**config.mk**
```make
export PLATFORM = sky130hd
export DESIGN_NAME = fb_port_arbiter
export DESIGN_NICKNAME = d
export VERILOG_FILES = /design/src/rtl/fb_pkg.sv /design/src/rtl/fb_wr_fifo.sv /design/src/rtl/fb_port_arbiter.sv
export SDC_FILE = /design/constraint.sdc
export NUM_CORES = 1
export LEC_CHECK = 0
export BUFFER_PORTS_ARGS = -buffer_cell sky130_fd_sc_hd__buf_2
export CAP_MARGIN = 20
export CORE_UTILIZATION = 50
export CTS_CLUSTER_SIZE = 10
export DETAILED_ROUTE_END_ITERATION = 10
export PLACE_DENSITY = 0.82
export SETUP_SLACK_MARGIN = 0.5
export SLEW_MARGIN = 10
export SYNTH_ARGS = -nofsm -noshare
export SYNTH_HDL_FRONTEND = slang
export SYNTH_HIERARCHICAL = 1
export SYNTH_SLANG_ARGS = --single-unit
```
**constraint.sdc**
```tcl
create_clock -name vga_clk -period 3.6 [get_ports vga_clk]
set_input_delay 0.18 -clock vga_clk [delete_from_list [all_inputs] [get_ports vga_clk]]
set_output_delay 0.18 -clock vga_clk [all_outputs]
set_load 0.05 [all_outputs]
```
**src/rtl/fb_pkg.sv**
```systemverilog
// Frame-buffer arbiter shared types: geometry, write-queue entry, FSM states.
// Widths here size the memory port and the write-queue entry.
package fb_pkg;

   localparam int FB_W      = 640;
   localparam int FB_H      = 480;
   localparam int FB_PIXELS = FB_W * FB_H;
   localparam int IDX_W     = 2;
   localparam int ADDR_W    = 19;

   typedef struct packed {
      logic [ADDR_W-1:0] addr;
      logic [IDX_W-1:0]  data;
   } fb_wr_t;

   typedef enum logic {
      ST_SYNC = 1'b0,
      ST_RUN  = 1'b1
   } fb_state_e;

endpackage

```
**src/rtl/fb_wr_fifo.sv**
```systemverilog
// Pixel-write queue: registered level, head visible combinationally, pops take effect next edge.
// Caller must not push when full or pop when empty; push+pop together keeps the level.
module fb_wr_fifo
   import fb_pkg::*;
#(
   parameter  int DEPTH = 4,
   localparam int PTR_W = $clog2(DEPTH),
   localparam int LVL_W = PTR_W + 1
) (
   input  logic             vga_clk,
   input  logic             reset_n,
   input  logic             push,
   input  fb_wr_t           din,
   input  logic             pop,
   output logic             full,
   output logic             empty,
   output logic [LVL_W-1:0] level,
   output fb_wr_t           head
);

   fb_wr_t           r_mem [DEPTH];
   logic [PTR_W-1:0] r_wr_ptr;
   logic [PTR_W-1:0] r_rd_ptr;
   logic [LVL_W-1:0] r_level;

   always_ff @(posedge vga_clk or negedge reset_n) begin
      if (!reset_n) begin
         r_wr_ptr <= '0;
         r_rd_ptr <= '0;
         r_level  <= '0;
      end else begin
         if (push) r_wr_ptr <= r_wr_ptr + PTR_W'(1);
         if (pop)  r_rd_ptr <= r_rd_ptr + PTR_W'(1);
         case ({push, pop})
            2'b10:   r_level <= r_level + LVL_W'(1);
            2'b01:   r_level <= r_level - LVL_W'(1);
            default: r_level <= r_level;
         endcase
      end
   end

   // Storage needs no reset: only entries behind a valid pointer are ever read.
   always_ff @(posedge vga_clk) begin
      if (push) r_mem[r_wr_ptr] <= din;
   end

   assign head  = r_mem[r_rd_ptr];
   assign full  = (r_level == LVL_W'(DEPTH));
   assign empty = (r_level == '0);
   assign level = r_level;

endmodule

```
**src/rtl/fb_port_arbiter.sv**
```systemverilog
// Shares one frame-buffer port: scanout reads own it during active video, queued writes drain otherwise.
// Scanout index appears 1 cycle after hcount/vcount; writer is stalled by wr_ready only when the queue is full.
module fb_port_arbiter
   import fb_pkg::*;
#(
   parameter  int SCREEN_WIDTH  = FB_W,
   parameter  int SCREEN_HEIGHT = FB_H,
   parameter  int FIFO_DEPTH    = 4,
   localparam int LVL_W         = $clog2(FIFO_DEPTH) + 1
) (
   input  logic              vga_clk,
   input  logic              reset_n,
   input  logic [9:0]        hcount,
   input  logic [9:0]        vcount,
   input  logic              wr_valid,
   input  logic [ADDR_W-1:0] wr_addr,
   input  logic [IDX_W-1:0]  wr_data,
   output logic              wr_ready,
   output logic [ADDR_W-1:0] mem_addr,
   output logic              mem_we,
   output logic [IDX_W-1:0]  mem_wdata,
   input  logic [IDX_W-1:0]  mem_rdata,
   output logic [IDX_W-1:0]  pix_idx,
   output logic              pix_valid,
   output logic [LVL_W-1:0]  fifo_level,
   output logic [7:0]        wr_drop_cnt
);

   fb_state_e         r_state;
   fb_state_e         w_state_nxt;
   logic              w_active;
   logic              w_read;
   logic              w_pop;
   logic              w_push;
   logic              w_in_range;
   logic              w_full;
   logic              w_empty;
   fb_wr_t            w_head;
   fb_wr_t            w_din;
   logic [ADDR_W-1:0] w_rd_addr;
   logic [ADDR_W-1:0] r_hold_addr;
   logic [IDX_W-1:0]  r_hold_wdata;
   logic              r_rd_flag;
   logic [7:0]        r_drop_cnt;

   assign w_active  = (hcount < 10'(SCREEN_WIDTH)) && (vcount < 10'(SCREEN_HEIGHT));
   assign w_rd_addr = ADDR_W'(vcount) * ADDR_W'(SCREEN_WIDTH) + ADDR_W'(hcount);

   always_ff @(posedge vga_clk or negedge reset_n) begin
      if (!reset_n) r_state <= ST_SYNC;
      else          r_state <= w_state_nxt;
   end

   // The origin pixel is already read in the cycle that leaves ST_SYNC.
   always_comb begin
      w_state_nxt = r_state;
      w_read      = 1'b0;
      case (r_state)
         ST_SYNC: begin
            if (hcount == '0 && vcount == '0) begin
               w_state_nxt = ST_RUN;
               w_read      = w_active;
            end
         end
         ST_RUN:  w_read = w_active;
         default: w_state_nxt = ST_SYNC;
      endcase
   end

   assign w_pop = !w_read && !w_empty;

   always_comb begin
      mem_we    = w_pop;
      mem_addr  = r_hold_addr;
      mem_wdata = r_hold_wdata;
      if (w_read) begin
         mem_addr = w_rd_addr;
      end else if (w_pop) begin
         mem_addr  = w_head.addr;
         mem_wdata = w_head.data;
      end
   end

   assign wr_ready   = !w_full;
   assign w_in_range = (wr_addr < ADDR_W'(SCREEN_WIDTH * SCREEN_HEIGHT));
   assign w_push     = wr_valid && wr_ready && w_in_range;
   assign w_din      = '{addr: wr_addr, data: wr_data};

   fb_wr_fifo #(.DEPTH(FIFO_DEPTH)) u_wr_fifo (
      .vga_clk (vga_clk),
      .reset_n (reset_n),
      .push    (w_push),
      .din     (w_din),
      .pop     (w_pop),
      .full    (w_full),
      .empty   (w_empty),
      .level   (fifo_level),
      .head    (w_head)
   );

   always_ff @(posedge vga_clk or negedge reset_n) begin
      if (!reset_n) begin
         r_rd_flag    <= 1'b0;
         r_hold_addr  <= '0;
         r_hold_wdata <= '0;
         r_drop_cnt   <= '0;
      end else begin
         r_rd_flag    <= w_read;
         r_hold_addr  <= mem_addr;
         r_hold_wdata <= mem_wdata;
         if (wr_valid && wr_ready && !w_in_range && r_drop_cnt != 8'hFF)
            r_drop_cnt <= r_drop_cnt + 8'd1;
      end
   end

   assign pix_valid   = r_rd_flag;
   assign pix_idx     = r_rd_flag ? mem_rdata : '0;
   assign wr_drop_cnt = r_drop_cnt;

endmodule

```
==> flow_summary.ini, run 1 <==
[setup_path]
crit_chain = buf_6 > ha_4 > ha_4 > fa_2 > a211oi_4 > buf_4 > or2_2 > a221o_1 > or4b_4 > xnor2_4 > o21ai_4 > buf_8
r2r_start = u_wr_fifo/level[0]$_DFFE_PN0P_
critPathMostFrequentCell = ha_4
endpoint_kind = output pin
path_buf_inv = 3
required_ps = 3420
worstPathMaxFanout = 4
critical_path_class = input pin to output pin
crit_slowest_cell = or4b_4
cp-start-kind = input pin
critPathArrivalTime_ps = 2870
crit_family = simple AND/OR/NAND/NOR gates
cpPeakStageDelay_ps = 570
crit_start = vcount[1]

[outcome]
status = finished clean

[drt]
ant_nets = 0
routed_wl_mm = 12.90
vias_per_cell = 5.596
vias = 3671
drt-wirelength-per-cell_um = 19.67
drcViolationCount = 0
drt_first_pass_iters = 5
drtIter0Drc = 242

[yosys]
syn-num-nets = 444
netlist_area_sq_mm = 0.005620
synth-main-ff-cell = edfxtp_1
synth_seq_area_share_pct = 61.80
ys_ff_latch = 122
synth_edf_count = 84
avgSynthCellArea_sq_um = 15.19
synth_cells = 370
ys_async_sr_fraction_pct = 31.15
ys_types = 47
yosysWarnings = 6

[timing]
holdWs_ps = 103.5
finalHoldViolCount = 0
setup_viol = 0
worst_pin_slew_ps = 882.7
final_max_slew_viol_count = 0
fmax_mhz = 328.1
relSlewSlack_pct = 41.15
finalSetupTns_ps = 0
final.min_clock_period_ps = 3048
period_share_pct = 84.67
rsz0062_at_grt = true
fin_worst_skew_ps = 8.500
setup_slack_ps = 551.8

[power_and_ir_drop]
vdd_drop_max_v = 0.0004289
p_leak_nw = 2.864
p_total_mw = 6.115
cellPowerDensity_mw_per_mm2 = 847.1

[place]
preCtsSetupSlack_ps = 153.4
placed_cells = 591
gp_congestion = 0.7921
io_buffers = 82
placed_cell_area_sq_mm = 0.006242
dp_hpwl_mm = 7.950

[layout]
area_delta_synth_final_pct = 28.45
layout-drive-gt1-share_pct = 33.33
post-route-util_pct = 66.31
final_common_cell = edfxtp_1
stdcell_count = 656
nNetsFinal = 578
num_antenna_cells = 0
mostFrequentLayoutCells = 84 x edfxtp_1, 78 x buf_2, 38 x dfrtp_1, 29 x dlygate4sd3_1, 25 x nor2_1
fin_area_sq_mm = 0.007219

[global_routing]
antenna_found_initial = 0
grt_max_degree = 39
grt_overflow = 0
grt_pass1_wl_mm = 19.53
grt_pass1_vias = 3764
track_usage_pct = 23.18

[worst_hold_path]
hold_class = input pin to register
hp-start = vcount[9]

[floorplan]
std_cell_rows = 38
dieArea_sq_mm = 0.01167
io_pins = 83
core-area_sq_mm = 0.01089
die_w_um = 108.0
die_y_um = 108.0
start_util_pct = 51.62

[clock_network]
root_buffer = clkbuf_8
clk_pin_slew_worst_paths_ps = 60
cts_buffer_depth = 2
tritoncts = built
clock_sinks = 122
clk_latency_ps = 510
cts_buffers = 17
cts_htree_levels = 4

[job]
maxCapViolCount = 0
registers in the layout (all words and copies together), names as in the netlist:
signal,count
u_wr_fifo/r_mem,84
r_hold_addr,19
wr_drop_cnt,8
u_wr_fifo/level,3
r_hold_wdata,2
u_wr_fifo/r_rd_ptr,2
u_wr_fifo/r_wr_ptr,2
pix_valid,1
r_state,1
cell usage after synthesis, types with 2 or more instances:
master    count  share of area [%]
a211oi_1      2               0.27
a21o_1        3               0.40
a21oi_1      15                1.3
a31oi_1       2               0.22
and2_1        6               0.67
and3_1        5               0.56
buf_12        2               0.71
buf_2         3               0.27
clkbuf_1      5               0.33
dfrtp_1      38                 17
edfxtp_1     84                 45
fa_1          3                1.1
ha_1         25                5.6
inv_1        12               0.80
mux2_2        8                1.6
mux2i_1      15                2.7
mux4_1        3                1.4
mux4_2       18                7.2
nand2_1      16                1.1
nand3_1       4               0.36
nand4_1       7               0.78
nor2_1       25                1.7
nor3_1        4               0.36
nor3b_1       3               0.40
nor4_1        5               0.56
o21a_1        2               0.27
o21ai_0       8               0.71
o21ai_1       5               0.45
xnor2_1      15                2.3
xor2_1       10                1.6
report_power, final:
group	internal (mW)	switching (mW)
sequential	1.83	0.195
combinational	0.915	1.75
clock	0.873	0.551
worst min-delay path: stages:
cell      delay, ps
buf_2           110
nand4b_1        180
inv_2            90
repair_timing:
item	CTS	global route
pin swaps	11	2
gates resized for setup	18	12
buffers inserted	5	0
setup endpoints to repair	2	2
hold buffers	29	0
endpoints found under the hold margin	129	0
cell type report:
class                   instances  area, sq um
fillers                       738         3669
multi-input cells             224         2180
clock inverters                 7        43.79
repair buffers                126        838.3
well taps                     140        175.2
clock buffers                  24        460.4
flip-flops and latches        122         3473
inverters                      13        48.80
worst paths after layout:
check | endpoint | slack [ps] | cells after the start
min in group asynchronous | wr_drop_cnt[6]$_DFFE_PN0P_ | 330 | 2
setup reg to reg | u_wr_fifo/level[2]$_DFFE_PN0P_ | 1090 | 11
max in group asynchronous | r_hold_addr[10]$_DFF_PN0_ | 2710 | 2
setup / recovery | mem_addr[17] | 550 | 12
hold reg to reg | r_state$_DFF_PN0_ | 460 | 1
hold / removal | pix_valid$_DFF_PN0_ | 100 | 3
routing by layer:
metal / global-route usage, % / share of wire, % / up-vias
met2: 39.35 / 54 / 132
met4: 11.64 / 3.8 / 0
met3: 5.546 / 4.7 / 41
met5: 0 / 0 / -
met1: 27.57 / 38 / 1828
li1: - / - / 1670
kinds of logic (layout without fill, tap and decap cells):
logic type | count (synthesis) | after routing | share of synthesized area, %
flip-flops | 122 | 122 | 61.80
AND/OR/NAND/NOR | 81 | 81 | 7.324
AO/OA/AOI/OAI | 46 | 46 | 5.076
multiplexers | 44 | 44 | 12.89
adder cells (fa/ha/maj) | 28 | 28 | 6.634
XOR/XNOR | 25 | 25 | 3.896
buffers and inverters | 24 | 170 | 2.382
(Power assumes the default switching activity.)
==> inputs of run 2 (changes only) <==
clock period = 2.9 ns   (was 3.6 ns; I/O delays follow)
==> flow_summary.ini, run 2 (synthesis results as in run 1) <==
[worst_hold_path]
hold_class = input pin to register
hp-start = wr_valid

[setup_path]
path_buf_inv = 2
crit_chain = buf_8 > ha_4 > ha_4 > fa_2 > a211oi_4 > nor2_1 > or3_1 > or4b_4 > xnor2_4 > o21ai_4 > buf_8
crit_slowest_cell = or4b_4
worstPathMaxFanout = 3
r2r-end = u_wr_fifo/level[2]$_DFFE_PN0P_
cp-start-kind = input pin
cpPeakStageDelay_ps = 530
crit_start = vcount[3]
critical_path_class = input pin to output pin
r2r_start = r_state$_DFF_PN0_
ff2ff_setup_slack_ps = 610
endpoint_kind = output pin
required_ps = 2760
r2r.worst_path.cells = 10
crit_end = mem_addr[17]
crit_family = simple AND/OR/NAND/NOR gates
critPathArrivalTime_ps = 2800
cp.depth = 11

[timing]
setup_viol = 1
worst_pin_slew_ps = 914.2
setup_slack_ps = -45.58
finalHoldViolCount = 0
relSlewSlack_pct = 39.05
rsz0062_at_grt = true
period_share_pct = 101.6
final.min_clock_period_ps = 2946
final_max_slew_viol_count = 0
fmax_mhz = 339.5
fin_worst_skew_ps = 10.36

[place]
io_buffers = 82
placed_cell_area_sq_mm = 0.006675
placed_cells = 615
preCtsSetupSlack_ps = -233.4
gp_congestion = 0.8379
dp_hpwl_mm = 8.225

[global_routing]
grt_pass1_wl_mm = 22.62
grt_max_degree = 39
antenna_found_initial = 0
grt_pass1_vias = 4140
grt_overflow = 0
track_usage_pct = 27.11

[clock_network]
root_buffer = clkbuf_8
cts_buffers = 17
cts_buffer_depth = 2
tritoncts = built
cts_htree_levels = 4
clk_pin_slew_worst_paths_ps = 60
clock_sinks = 122
clk_latency_ps = 520

[power_and_ir_drop]
vdd_drop_max_v = 0.0006009
p_leak_nw = 3.221
cellPowerDensity_mw_per_mm2 = 1084

[floorplan]
core-area_sq_mm = 0.01089
io_pins = 83
die_w_um = 108.0
die_y_um = 108.0
std_cell_rows = 38
dieArea_sq_mm = 0.01167
start_util_pct = 51.62

[layout]
area_delta_synth_final_pct = 46.44
layout-drive-gt1-share_pct = 47.76
num_antenna_cells = 0
num-fill-cells = 569
seq_area_sq_mm = 0.003478
fin_area_sq_mm = 0.008230
mostFrequentLayoutCells = 84 x edfxtp_1, 59 x buf_2, 51 x buf_4, 34 x dfrtp_1, 29 x dlygate4sd3_1
final_common_cell = edfxtp_1
top_register = u_wr_fifo/r_mem
stdcell_count = 699
largest_reg_flops = 84
multi_input_area_sq_mm = 0.002628
nNetsFinal = 621

[drt]
routed_wl_mm = 14.74
vias = 3935
drtIter0Drc = 232
drt_first_pass_iters = 4
drt-wirelength-per-cell_um = 21.09
vias_per_cell = 5.629
ant_nets = 0
drcViolationCount = 0

[outcome]
violations = negative setup slack
status = finished, violations left

[job]
maxCapViolCount = 0
[run 2: changes by cell type in the layout (fill, tap and decap cells not counted), moves of 5 or more]
| cell | previous run | this run |
|---|---|---|
| a21oi_1 | 15 | 5 |
| buf_4 | 16 | 51 |
| ha_4 | 4 | 12 |
| buf_8 | 1 | 10 |
| a21oi_4 | 0 | 10 |
| mux2i_1 | 15 | 6 |
| mux2i_4 | 0 | 9 |
| clkbuf_1 | 5 | 0 |
| ha_1 | 19 | 12 |
| buf_2 | 78 | 59 |
| buf_6 | 2 | 15 |
[run 2: how the worst min path moves through the flow]
stage	cells after the start	to	slack, ps
2_1_floorplan	0	pix_valid$_DFF_PN0_	-150
3_3_place_gp	1	wr_drop_cnt[5]$_DFFE_PN0P_	300
3_5_place_dp	1	wr_drop_cnt[0]$_DFFE_PN0P_	320
4_1_cts	3	r_hold_addr[1]$_DFF_PN0_	0.2
5_1_grt	3	u_wr_fifo/r_wr_ptr[0]$_DFFE_PN0P_	70
6_report	3	u_wr_fifo/r_wr_ptr[0]$_DFFE_PN0P_	80
[run 2: layout make-up]
| cell class | count | share of cell area [%] |
|---|---|---|
| sequential | 122 | 42.26 |
| multi-input combinational | 224 | 31.92 |
| timing repair buffer | 169 | 16.78 |
| inverter | 13 | 0.6385 |
| clock buffer | 17 | 5.032 |
| clock inverter | 14 | 1.231 |
| tap | 140 | 2.128 |
[run 2: what timing repair did]
| item | CTS | global route |
|---|---|---|
| hold buffers | 28 | 1 |
| gates resized for setup | 87 | 28 |
| buffers inserted | 21 | 3 |
| hold endpoints to repair | 128 | 1 |
| endpoints found under the setup margin | 21 | 21 |
| pin swaps | 22 | 6 |
[run 2: routing by layer]
| layer | vias to the layer above | share of wire, % | GRT usage (%) |
|---|---|---|---|
| met5 | - | 0 | 0 |
| met4 | 0 | 1.9 | 10.47 |
| met3 | 22 | 5.2 | 5.304 |
| met2 | 130 | 54 | 46.86 |
| met1 | 2013 | 39 | 33.62 |
| li1 | 1770 | - | - |
[run 2: stage by stage]
| step | utilization, % | TNS [ps] | hold slack (ps) | total power, mW |
|---|---|---|---|---|
| global placement | 61.31 | -233.4 | 302.0 | 5.842 |
| floorplan | - | 0 | -150.6 | 5.177 |
| global route | 75.59 | -144.8 | 68.66 | 9.254 |
| finish | 75.59 | -45.58 | 75.37 | 8.922 |
| CTS | 73.99 | -92.73 | 0.1864 | 8.601 |
| detailed placement | 61.31 | -264.6 | 319.0 | 5.962 |
[run 2: where the power goes]
| part | internal [mW] | total, mW | leakage [nW] | switching (mW) |
|---|---|---|---|---|
| Clock | 1.04 | 1.81 | 0.245 | 0.765 |
| Combinational | 2.01 | 4.61 | 1.76 | 2.59 |
| Sequential | 2.28 | 2.51 | 1.22 | 0.228 |
| Total | 5.33 | 8.92 | 3.22 | 3.59 |
[run 2: worst reg2reg max path, delay by kind of cell, from the launching register on]
| kind | cells | cell delay, ps |
|---|---|---|
| AOI/OAI and AO/OA | 1 | 210 |
| xor gates and xnor gates | 2 | 340 |
| adders and majority gates | 2 | 520 |
| buffers and inverters | 2 | 160 |
| DFF | 1 | 360 |
| and+or+nand+nor | 3 | 610 |
==> inputs of run 3 (changes only) <==
SETUP_SLACK_MARGIN = unset   (was 0.5)
TNS_END_PERCENT = 5   (was unset)
==> flow_summary.ini, run 3 (synthesis results as in run 1) <==
[drt]
vias = 3754
drt_first_pass_iters = 4
ant_nets = 0
vias_per_cell = 5.512
wl_met2_mm = 6.445
drt-wirelength-per-cell_um = 18.62
wl_met1_mm = 5.037
drtIter0Drc = 239
wl_met3_um = 726
drcViolationCount = 0
routed_wl_mm = 12.68
routed.top_layer = met4

[timing]
holdWs_ps = 62.81
relSlewSlack_pct = 40.85
finalHoldViolCount = 0
rsz0062_at_grt = true
setup_viol = 1
fmax_mhz = 335.0
worst_pin_slew_ps = 887.3
fin_worst_skew_ps = 6.512
period_share_pct = 102.9
setup_slack_ps = -85.40
finalSetupTns_ps = -85.40
final_max_slew_viol_count = 0
final.min_clock_period_ps = 2985

[setup_path]
critPathArrivalTime_ps = 2840
r2r_start = r_state$_DFF_PN0_
worstPathMaxFanout = 4
endpoint_kind = output pin
critical_path_class = input pin to output pin
r2r-end = u_wr_fifo/level[2]$_DFFE_PN0P_
r2r.worst_path.cells = 10
required_ps = 2760
ff2ff_setup_slack_ps = 440
cp-start-kind = input pin

[clock_network]
clk_pin_slew_worst_paths_ps = 60
cts_buffers = 17
clk_latency_ps = 520
tritoncts = built
cts_htree_levels = 4
cts_buffer_depth = 2
clock_sinks = 122
root_buffer = clkbuf_8

[floorplan]
start_util_pct = 51.62
std_cell_rows = 38
core-area_sq_mm = 0.01089
dieArea_sq_mm = 0.01167
die_w_um = 108.0
die_y_um = 108.0
io_pins = 83

[global_routing]
antenna_found_initial = 1
grt_pass1_vias = 3918
grt_max_degree = 39
track_usage_pct = 23.99
grt_pass1_wl_mm = 20.18
grt_overflow = 0

[power_and_ir_drop]
cellPowerDensity_mw_per_mm2 = 1066
p_leak_nw = 3.025
p_sw_mw = 3.117
vdd_drop_max_v = 0.0005896
swShare_pct = 39.18
combPwrFrac_pct = 42.4
power_frac_seq_pct = 31.2
p_clk_share_pct = 26.4
p_int_mw = 4.838

[outcome]
violations = negative setup slack
status = finished, violations left

[place]
io_buffers = 82
preCtsSetupSlack_ps = -385.7
placed_cells = 615
gp_congestion = 0.8209
dp_hpwl_mm = 8.075

[layout]
post-route-util_pct = 68.57
final_common_cell = edfxtp_1
largest_reg_flops = 84
area_delta_synth_final_pct = 32.84
nNetsFinal = 601
mostFrequentLayoutCells = 84 x edfxtp_1, 77 x buf_2, 38 x dfrtp_1, 38 x buf_4, 29 x dlygate4sd3_1
stdcell_count = 681
layout-drive-gt1-share_pct = 35.93
top_register = u_wr_fifo/r_mem
num-fill-cells = 720

[worst_hold_path]
hp-start = hcount[7]
min_to = r_state$_DFF_PN0_
min_path_cells = 3
hold_class = input pin to register

[job]
maxCapViolCount = 0
==> run 3: cell count changes in the layout (fill, tap and decap cells not counted), sizes merged <==
cell | previous run | this run
buf | 139 | 119
bufinv | 0 | 4
clkinvlp | 4 | 0
clkbuf | 18 | 19
diode | 0 | 1
==> run 3: power by group through the flow <==
stage	registers, mW	logic (mW)	clock network [mW]
2_1_floorplan	2.62	2.28	0
3_3_place_gp	2.46	3.09	0
3_5_place_dp	2.50	3.17	0
4_1_cts	2.48	3.35	2.13
5_1_grt	2.51	3.57	2.20
6_report	2.48	3.37	2.10
==> run 3: per-stage QoR <==
| stage | power (mW) | area [sq um] |
|---|---|---|
| 4_1_cts | 7.958 | 7436 |
| 3_5_place_dp | 5.671 | 6427 |
| 5_1_grt | 8.280 | 7466 |
| 6_report | 7.955 | 7466 |
| 3_3_place_gp | 5.553 | 6427 |
| 2_1_floorplan | 4.901 | 5667 |
==> run 3: layer usage <==
layer | up-vias | global-route usage [%]
met3 | 38 | 5.546
met1 | 1853 | 29.29
met2 | 129 | 39.44
met5 | - | 0
met4 | 0 | 13.31
li1 | 1734 | -
==> run 3: how the worst max path moves through the flow <==
| stage | from | to | slack, ps | cells after the start |
|---|---|---|---|---|
| final | vcount[3] | mem_addr[17] | -90 | 11 |
| after global routing | vcount[3] | mem_addr[17] | -170 | 11 |
| after CTS | vcount[3] | mem_addr[17] | -130 | 11 |
| after detailed placement | vcount[1] | mem_addr[17] | -390 | 11 |
| after global placement | vcount[1] | mem_addr[17] | -310 | 11 |
| after floorplan | u_wr_fifo/level[0]$_DFFE_PN0P_ | r_hold_addr[2]$_DFF_PN0_ | -90 | 5 |
==> run 3: cell type report <==
cell class / instances / area, sq um / share of cell area, %
inverter: 13 / 48.80 / 0.6536
antenna: 1 / 2.502 / 0.03352
clock inverter: 14 / 177.7 / 2.380
clock buffer: 18 / 417.9 / 5.597
sequential: 122 / 3473 / 46.52
tap: 140 / 175.2 / 2.346
timing repair buffer: 149 / 1021 / 13.68
multi-input combinational: 224 / 2150 / 28.79
==> run 3: repair_timing <==
action,CTS,global route
resized for setup,18,7
hold endpoints to repair,129,0
setup endpoints to repair,2,4
setup buffers,4,0
pin swaps,10,3
hold buffers,29,0
==> run 3: worst max-delay path, stage by stage <==
cell,delay [ps]
buf_8,100
ha_4,230
ha_4,160
fa_2,400
a211oi_4,280
o21ai_2,90
a221o_1,340
or4b_4,560
xnor2_4,180
o21ai_4,170
buf_8,180
